File: src/rtl/wb_intercon_pkg.sv
// Shared definitions for the Wishbone shared-bus interconnect: FSM encoding,
// watchdog counter width and the supported master/slave counts.
package wb_intercon_pkg;

  typedef enum logic {
    IDLE = 1'b0,
    BUSY = 1'b1
  } state_e;

  localparam int WD_W        = 10;
  localparam int MAX_MASTERS = 4;
  localparam int MAX_SLAVES  = 8;

endpackage

File: src/rtl/wb_rr_arbiter.sv
// Combinational round-robin pick: the first requester above the one-hot
// last winner, wrapping to index 0. No state, 0-cycle latency.
module wb_rr_arbiter #(
  parameter int n_req = 2
) (
  input  logic [n_req-1:0] req_i,
  input  logic [n_req-1:0] last_i,
  output logic [n_req-1:0] gnt_o
);

  logic found;
  logic after_last;

  always_comb begin
    gnt_o      = '0;
    found      = 1'b0;
    after_last = 1'b0;
    // First pass covers indices strictly above last, second pass wraps from 0.
    for (int i = 0; i < n_req; i++) begin
      if (!found && after_last && req_i[i]) begin
        gnt_o[i] = 1'b1;
        found    = 1'b1;
      end
      if (last_i[i]) after_last = 1'b1;
    end
    for (int i = 0; i < n_req; i++) begin
      if (!found && req_i[i]) begin
        gnt_o[i] = 1'b1;
        found    = 1'b1;
      end
    end
  end

endmodule

File: src/rtl/wb_intercon.sv
// Wishbone shared-bus interconnect: round-robin master grant held for the whole
// cyc tenure, base/mask slave decode, single-cycle error for unmapped or stalled accesses.
module wb_intercon
  import wb_intercon_pkg::*;
#(
  parameter int                      n_masters  = 2,
  parameter int                      n_slaves   = 6,
  parameter logic [32*n_slaves-1:0]  slave_base = {n_slaves{32'h0}},
  parameter logic [32*n_slaves-1:0]  slave_mask = {n_slaves{32'hF000_0000}},
  parameter int                      timeout    = 255
) (
  input  logic                      clk_i,
  input  logic                      rst_i,
  input  logic [32*n_masters-1:0]   m_adr_i,
  input  logic [32*n_masters-1:0]   m_dat_i,
  input  logic [4*n_masters-1:0]    m_sel_i,
  input  logic [n_masters-1:0]      m_we_i,
  input  logic [n_masters-1:0]      m_cyc_i,
  input  logic [n_masters-1:0]      m_stb_i,
  output logic [31:0]               m_dat_o,
  output logic [n_masters-1:0]      m_ack_o,
  output logic [n_masters-1:0]      m_err_o,
  output logic [n_masters-1:0]      m_rty_o,
  output logic [31:0]               s_adr_o,
  output logic [31:0]               s_dat_o,
  output logic [3:0]                s_sel_o,
  output logic                      s_we_o,
  output logic [n_slaves-1:0]       s_cyc_o,
  output logic [n_slaves-1:0]       s_stb_o,
  input  logic [32*n_slaves-1:0]    s_dat_i,
  input  logic [n_slaves-1:0]       s_ack_i,
  input  logic [n_slaves-1:0]       s_err_i,
  input  logic [n_slaves-1:0]       s_rty_i,
  output logic [n_masters-1:0]      gnt_o
);

  if (n_masters < 1 || n_masters > MAX_MASTERS || n_slaves < 1 || n_slaves > MAX_SLAVES
      || timeout < 0 || timeout > 1023) begin : g_bad_params
    $error("wb_intercon: parameter out of range");
  end

  localparam logic [WD_W-1:0]      TO       = WD_W'(timeout);
  localparam bit                   WD_EN    = (timeout != 0);
  localparam logic [n_masters-1:0] LAST_RST = n_masters'(1) << (n_masters - 1);

  state_e                 state_q;
  logic [n_masters-1:0]   gnt_q;
  logic [n_masters-1:0]   last_q;
  logic [n_masters-1:0]   arb_gnt;
  logic [WD_W-1:0]        wd_cnt_q;
  logic [WD_W-1:0]        wd_cnt_d;
  logic                   err_pend_q;
  logic                   err_pend_d;
  logic                   busy;

  logic [31:0]            g_adr;
  logic [31:0]            g_dat;
  logic [3:0]             g_sel;
  logic                   g_we;
  logic                   g_cyc;
  logic                   g_stb;

  logic [n_slaves-1:0]    sel_oh;
  logic                   dec_found;
  logic                   hit_any;
  logic [31:0]            sel_dat;
  logic                   sel_ack;
  logic                   sel_err;
  logic                   sel_rty;
  logic                   term;
  logic                   unmapped;
  logic                   wd_run;
  logic                   wd_fire;

  assign busy = (state_q == BUSY);

  wb_rr_arbiter #(
    .n_req (n_masters)
  ) u_arb (
    .req_i  (m_cyc_i),
    .last_i (last_q),
    .gnt_o  (arb_gnt)
  );

  always_comb begin
    g_adr = '0;
    g_dat = '0;
    g_sel = '0;
    g_we  = 1'b0;
    g_cyc = 1'b0;
    g_stb = 1'b0;
    for (int m = 0; m < n_masters; m++) begin
      if (gnt_q[m]) begin
        g_adr = m_adr_i[32*m +: 32];
        g_dat = m_dat_i[32*m +: 32];
        g_sel = m_sel_i[4*m +: 4];
        g_we  = m_we_i[m];
        g_cyc = m_cyc_i[m];
        g_stb = m_stb_i[m];
      end
    end
  end

  // Overlapping windows are legal; the lowest-index slave takes the access.
  always_comb begin
    sel_oh    = '0;
    dec_found = 1'b0;
    for (int k = 0; k < n_slaves; k++) begin
      if (busy && !dec_found &&
          ((g_adr & slave_mask[32*k +: 32]) == (slave_base[32*k +: 32] & slave_mask[32*k +: 32]))) begin
        sel_oh[k] = 1'b1;
        dec_found = 1'b1;
      end
    end
  end

  assign hit_any = |sel_oh;

  always_comb begin
    sel_dat = '0;
    sel_ack = 1'b0;
    sel_err = 1'b0;
    sel_rty = 1'b0;
    for (int k = 0; k < n_slaves; k++) begin
      if (sel_oh[k]) begin
        sel_dat = s_dat_i[32*k +: 32];
        sel_ack = s_ack_i[k];
        sel_err = s_err_i[k];
        sel_rty = s_rty_i[k];
      end
    end
  end

  assign term     = sel_ack | sel_err | sel_rty;
  assign unmapped = busy & g_cyc & g_stb & ~hit_any & ~err_pend_q;
  assign wd_run   = WD_EN & busy & g_cyc & g_stb & ~err_pend_q & ~term;
  assign wd_fire  = wd_run & ((wd_cnt_q + 1'b1) == TO);

  // A set err_pending lasts exactly one cycle: both set terms are blocked by it.
  assign err_pend_d = unmapped | wd_fire;
  assign wd_cnt_d   = (wd_run && !err_pend_d) ? wd_cnt_q + 1'b1 : '0;

  always_ff @(posedge clk_i) begin
    if (rst_i) begin
      state_q    <= IDLE;
      gnt_q      <= '0;
      last_q     <= LAST_RST;
      wd_cnt_q   <= '0;
      err_pend_q <= 1'b0;
    end else begin
      wd_cnt_q   <= wd_cnt_d;
      err_pend_q <= err_pend_d;
      case (state_q)
        IDLE: begin
          if (|m_cyc_i) begin
            state_q <= BUSY;
            gnt_q   <= arb_gnt;
            last_q  <= arb_gnt;
          end
        end
        BUSY: begin
          if (!g_cyc) begin
            state_q <= IDLE;
            gnt_q   <= '0;
          end
        end
        default: state_q <= IDLE;
      endcase
    end
  end

  assign s_adr_o = g_adr;
  assign s_dat_o = g_dat;
  assign s_sel_o = g_sel;
  assign s_we_o  = g_we;
  assign s_cyc_o = sel_oh & {n_slaves{g_cyc}};
  assign s_stb_o = sel_oh & {n_slaves{g_stb & ~err_pend_q}};

  assign m_dat_o = sel_dat;
  assign m_ack_o = gnt_q & {n_masters{sel_ack}};
  assign m_rty_o = gnt_q & {n_masters{sel_rty}};
  assign m_err_o = gnt_q & {n_masters{sel_err | err_pend_q}};
  assign gnt_o   = gnt_q;

endmodule

File: config.mk
export PLATFORM = sky130hd
export DESIGN_NAME = wb_intercon
export DESIGN_NICKNAME = d
export VERILOG_FILES = /design/src/rtl/wb_intercon_pkg.sv /design/src/rtl/wb_rr_arbiter.sv /design/src/rtl/wb_intercon.sv
export SDC_FILE = /design/constraint.sdc
export NUM_CORES = 1
export LEC_CHECK = 0
export CAP_MARGIN = 15
export CORE_AREA = 5 5 180 182
export CTS_CLUSTER_SIZE = 24
export DETAILED_ROUTE_END_ITERATION = 12
export DIE_AREA = 0 0 185 187
export HOLD_SLACK_MARGIN = 0.06
export PLACE_DENSITY = 0.49
export SETUP_SLACK_MARGIN = 0.5
export SYNTH_ARGS = -nofsm -noshare
export SYNTH_HDL_FRONTEND = slang
export SYNTH_SLANG_ARGS = --single-unit
export TNS_END_PERCENT = 1
File: constraint.sdc
create_clock -name clk_i -period 1.6 [get_ports clk_i]
set_input_delay 0.32 -clock clk_i [delete_from_list [all_inputs] [get_ports clk_i]]
set_output_delay 0.32 -clock clk_i [all_outputs]
set_load 0.03 [all_outputs]
# Word-level counts from Yosys, hierarchy flattened

Index checks and enable logic that the tools add are counted.

Word-level logic and storage cells: 117
Bits of input ports: 354
Flip-flop bits (word level): 15

Equality and inequality tests: 3
Bitwise logic cells: 22
Reduce and logical (&&, ||, !) cells: 29
Mux-type cells: 57
Add/sub/neg operators: 1

Operator list:

| cell                    | count |
|---|---|
| $mux W32                | 10 |
| $mux W1                 | 41 |
| $logic_not A32 Y1       | 1 |
| $logic_and A1 B1 Y1     | 15 |
| $and A6 B6 Y6           | 2 |
| $add A10 B1 Y10 const B | 1 |
| $eq A10 B8 Y1 const B   | 1 |
| $and A1 B1 Y1           | 8 |
| $logic_not A1 Y1        | 8 |
| $mux W4                 | 2 |
| $and A2 B2 Y2           | 3 |
| $reduce_or A6 Y1        | 1 |
| $not A1 Y1              | 5 |
| $mux W2                 | 2 |
| $ne A2 B2 Y1 const B    | 2 |
| $or A1 B1 Y1            | 4 |
| $pmux W2 S2             | 1 |
| $reduce_and A2 Y1       | 2 |
| $reduce_or A2 Y1        | 2 |
| $pmux W1 S2             | 1 |

# Longest topological paths before layout

Word-level depth: 36
Gate-level depth with buffers: 8
Depth with buffers taken out: 6

# Cells and area by module

Synthesis repeated with hierarchy kept, for this count alone.

Cells, all modules: 250
Area, all modules: 1916.8 µm²

By module, submodules not included:

| module        | instances | area each (µm²) | cells an instance |
|---|---|---|---|
| wb_intercon   | 1         | 1898.1          | 247 |
| wb_rr_arbiter | 1         | 18.8            | 3 |

# Worst setup path before layout

No wires, ideal clock.

Kind: register to output
Start: register gnt_q[1], in the netlist gnt_o[1]
End: output port m_err_o[0]
Data arrival time: 1.905 ns
Path slack: -0.625 ns
Data required time: 1.280 ns
Cell stages (with the launch flop): 9
Cell sequence: dfxtp_1 > buf_6 > nor2b_1 > buf_4 > o21ai_0 > o2111a_1 > clkbuf_2 > a21oi_1 > nor2b_1

Longest elaborated chain between the ends: 27
Elaborated cells between the ends (all ways): 36
Classes of those cells: 17 x mux; 2 x bitwise; 17 x reduce/logical

RTL lines:

| element                          | line               | text |
|---|---|---|
| from (decl)                      | wb_intercon.sv:47  | `logic [n_masters-1:0] gnt_q;` |
| from (signal assigned)           | wb_intercon.sv:157 | `gnt_q <= arb_gnt;` |
| $mux W32 *                       | wb_intercon.sv:93  | `if (gnt_q[m]) begin` |
| $logic_not A32 Y1 *              | wb_intercon.sv:110 | `((g_adr & slave_mask[32*k +: 32]) == (slave_base[32*k +: 32] & slave_mask[32*k +: 32]))) begin` |
| $logic_and A1 B1 Y1              | wb_intercon.sv:109 | `if (busy && !dec_found &&` |
| $mux W1                          | wb_intercon.sv:109 |  |
| $logic_not A1 Y1                 | wb_intercon.sv:109 |  |
| $logic_and A1 B1 Y1 (2 in a row) | wb_intercon.sv:109 |  |
| $mux W1                          | wb_intercon.sv:109 |  |
| $logic_not A1 Y1                 | wb_intercon.sv:109 |  |
| (+8 left out)                    | n/a                |  |
| $logic_and A1 B1 Y1 (2 in a row) | wb_intercon.sv:109 |  |
| $mux W1                          | wb_intercon.sv:109 |  |
| $logic_not A1 Y1                 | wb_intercon.sv:109 |  |
| $logic_and A1 B1 Y1 (2 in a row) | wb_intercon.sv:109 |  |
| $mux W1                          | wb_intercon.sv:109 |  |
| $mux W1 *                        | wb_intercon.sv:125 | `if (sel_oh[k]) begin` |
| $or A1 B1 Y1 *                   | wb_intercon.sv:182 | `assign m_err_o = gnt_q & {n_masters{sel_err \| err_pend_q}};` |
| $and A2 B2 Y2 *                  | wb_intercon.sv:182 |  |
| to (decl)                        | wb_intercon.sv:22  | `output logic [n_masters-1:0] m_err_o,` |

Mark *: on every way between the ends. The rest lies on a longest branch, timed or not.

# Final worst setup path

Start: register gnt_q[1], in the netlist gnt_o[1]
End: output port s_stb_o[0]

Longest elaborated chain between the ends: 5
Elaborated cells between the ends (all ways): 7
Classes of those cells: 3 x mux; 2 x bitwise; 2 x reduce/logical

RTL lines:

| element             | line               | text |
|---|---|---|
| $mux W32            | wb_intercon.sv:93  |  |
| $logic_not A32 Y1   | wb_intercon.sv:110 |  |
| $logic_and A1 B1 Y1 | wb_intercon.sv:109 |  |
| $mux W1             | wb_intercon.sv:109 |  |
| $and A6 B6 Y6 *     | wb_intercon.sv:177 | `assign s_stb_o = sel_oh & {n_slaves{g_stb & ~err_pend_q}};` |
| to (decl)           | wb_intercon.sv:29  | `output logic [n_slaves-1:0] s_stb_o,` |

Marked as above.

==> flow_summary.yaml <==
critical_path:
  end_kind: "output port"
  worst_ep_required_time_ns: 1.28
  cpMostUsedCell: "buf_12"
  cp_data_arrival_time_ns: 1.72
  crit_fanout: 5
  crit_slowest_cell: "dfxtp_4"
  rrSetupSlack_ns: -0.23
  crit_path_cell_trace: "buf_6 > o41ai_2 > o2111a_2 > buf_12 > buf_12 > inv_1 > nor2_4 > buf_12"
  crit_start: "gnt_o[1]"
  r2r_start: "gnt_o[1]"
  cp_slowest_stage_delay_ns: 0.36
  start_kind: "register"
  path_class: "register to output port"
clock_tree:
  cts_root_buf: "clkbuf_16"
  cts.reportedPaths.clkPinSlew_ns: 0.05
  h-tree-depth: 1
  cts_buffers: 3
  cts_tree: "yes"
  postCtsHoldBufs: 0
  clock_latency_ns: 0.25
  cts.path.max_buffers: 2
  clock_sinks: 15
cells_and_area:
  diodes: 0
  final_nets: 920
  nFillCells: 3339
  final_util: 0.215
  mostFrequentLayoutCell: "clkdlybuf4s50_1"
  final_area_um2: 6530
  layout_common_cells: "clkdlybuf4s50_1, buf_6, a22o_1, buf_12, buf_4"
  fin_cells: 959
  layout-drive-gt1-share: 0.444
  areaGrowthSynthToFinish_pct: 252
routing:
  wl_per_cell_um: 15.8
  drt-initial-drc-count: 97
  drc_errors: 0
  num_vias: 3135
  drtPass1Iterations: 4
  final_antenna_net_count: 0
  wl_um: 15200
  vias_per_cell: 3.27
power:
  p_leak_nw: 2.66
  powerDensity_nw_per_um2: 509
  ir_worst_vdd_mv: 0.312
die:
  num_rows: 64
  core_area_um2: 30400
  dieArea_um2: 34600
  die_height_um: 187
  io_pins: 475
  start_util: 0.0610
  die_width_um: 185
sta:
  fmax_mhz: 490
  rsz0062_at_grt: "yes"
  post-route-period-util: 1.27
  setup_viol: 121
  worst_slack_ns: -0.439
  fin_skew_ns: 0.00334
  hold_viol: 0
  drv_slew: 0
  layout_min_cycle_time_ns: 2.04
min_path:
  worstHoldStart: "last_q[0]"
  min_path_type: "register to register"
logic_synthesis:
  synth_top_area_cell: "a22o_1"
  synth.area.top_cells: "a22o_1, dfxtp_1, and2_1, buf_4, clkbuf_1"
  yosysTopAreaCellShare: 0.325
  synthXorXnorAreaFrac: 0.0377
  synth_cell_type_count: 41
  synth.avg_cell_area_um2: 8.00
  synth-simple-area-share: 0.276
  synthMuxAreaShare: 0.0115
  yosysSeqAreaShare: 0.162
  yosys.area_share.adder: 0.0135
  syn_area_um2: 1860
  synth_top_family_by_area: "compound AO/OA/AOI/OAI gates"
  synth_warnings: 0
  synth_compound_area_frac: 0.396
  ys_seq_elements: 15
  synth_cells: 232
status:
  status: "finished with violations"
  violations: "negative setup slack"
grt:
  antenna_found_initial: 0
  grt_pass1_vias: 3110
  grt_max_degree: 52
  met3_usage: 0.0163
  grt.busiest_layer: "met2"
  grt-ovfl-total: 0
  use_met1: 0.0954
  grt_pass1_wl_um: 20800
  gr-usage-all-layers: 0.0785
  grt_use_met2: 0.146
place:
  place_congestion: 0.773
  pre_cts_ws_ns: -0.829
  post-place-cells: 944
  port_buffers: 289
  post_dp_cell_area_um2: 5790
  dpl.hpwl_um: 12700
run:
  cap_violations: 0
[per-layer routing]
layer  part of all wire  vias to the layer above
met5                  0                        -
met4             0.0051                        0
met3              0.090                        6
met2               0.50                      160
met1               0.40                     1438
li1                   -                     1531
[metrics by stage]
step | setup TNS [ns] | power [mW] | hold slack [ns]
6_report | -31.20 | 3.32 | 0.568
5_1_grt | -37.65 | 3.47 | 0.585
4_1_cts | -31.66 | 3.34 | 0.570
3_5_place_dp | -38.02 | 2.52 | 0.563
3_3_place_gp | -36.73 | 2.53 | 0.563
2_1_floorplan | -17.34 | 1.33 | 0.379
[synthesized netlist by cell type, drive strengths merged]
library cell  count
clkbuf           17
o2bb2ai           1
inv               4
mux2              1
buf              15
mux2i             1
a22oi             1
nor3b             2
a41o              1
o2111a            1
and3              6
o32a              1
a22o             69
nor2              6
xnor2             4
and2             33
o21bai            1
conb              1
a21oi             7
ha                2
nor4              1
nor4b             1
nand3b            2
nor2b             6
nor3              7
nand4             4
o21ai             3
o41ai             1
dfxtp            15
nand3             6
xor2              4
a2bb2oi           1
nand2             3
or3               1
nand2b            2
a21o              1
[flip-flops by register name, summed over array words and instances, names as in the netlist]
name	flops
last_q	1
err_pend_q	1
busy	1
wd_cnt_q	10
gnt_o	2
[area by class of cell]
cell class | count | area, um2 | area share
well taps | 396 | 495 | 0.0759
multi-input cells | 190 | 1650 | 0.252
inverters | 4 | 15.0 | 0.00230
flip-flops and latches | 15 | 305 | 0.0468
repair buffers | 350 | 3980 | 0.610
clock inverters | 1 | 5.00 | 0.000767
clock buffers | 3 | 75.1 | 0.0115
[power breakdown]
| group | leakage (nW) | switching [mW] | internal, mW |
|---|---|---|---|
| combinational | 2.49 | 1.07 | 1.36 |
| sequential | 0.123 | 0.0102 | 0.383 |
| clock | 0.0409 | 0.166 | 0.334 |
[worst paths after layout]
check                                   end  cells after the start
worst max register to register  wd_cnt_q[2]                      7
worst min-delay path              last_q[0]                      2
worst min register to register    last_q[0]                      2
worst max-delay path             s_stb_o[0]                      8
[critical path: cells and delay by family, from the launching register on]
| family | cells | cell delay (ns) |
|---|---|---|
| buf+inv | 5 | 0.60 |
| flops | 1 | 0.36 |
| compound gates | 2 | 0.35 |
| simple gates | 1 | 0.15 |
[kinds of logic after synthesis]
logic type,after synthesis
other cells,1
xor+xnor,8
compound gates,88
flops,15
fa+ha+maj,2
buf+inv,36
mux,2
simple gates,80
[what timing repair did]
| action | CTS | global route |
|---|---|---|
| resized for setup | 146 | 15 |
| endpoints found under the setup margin | 126 | 125 |
| cloned | 3 | 0 |
| pin swaps | 13 | 9 |
| setup buffers | 8 | 0 |
(Power assumes the default switching activity.)
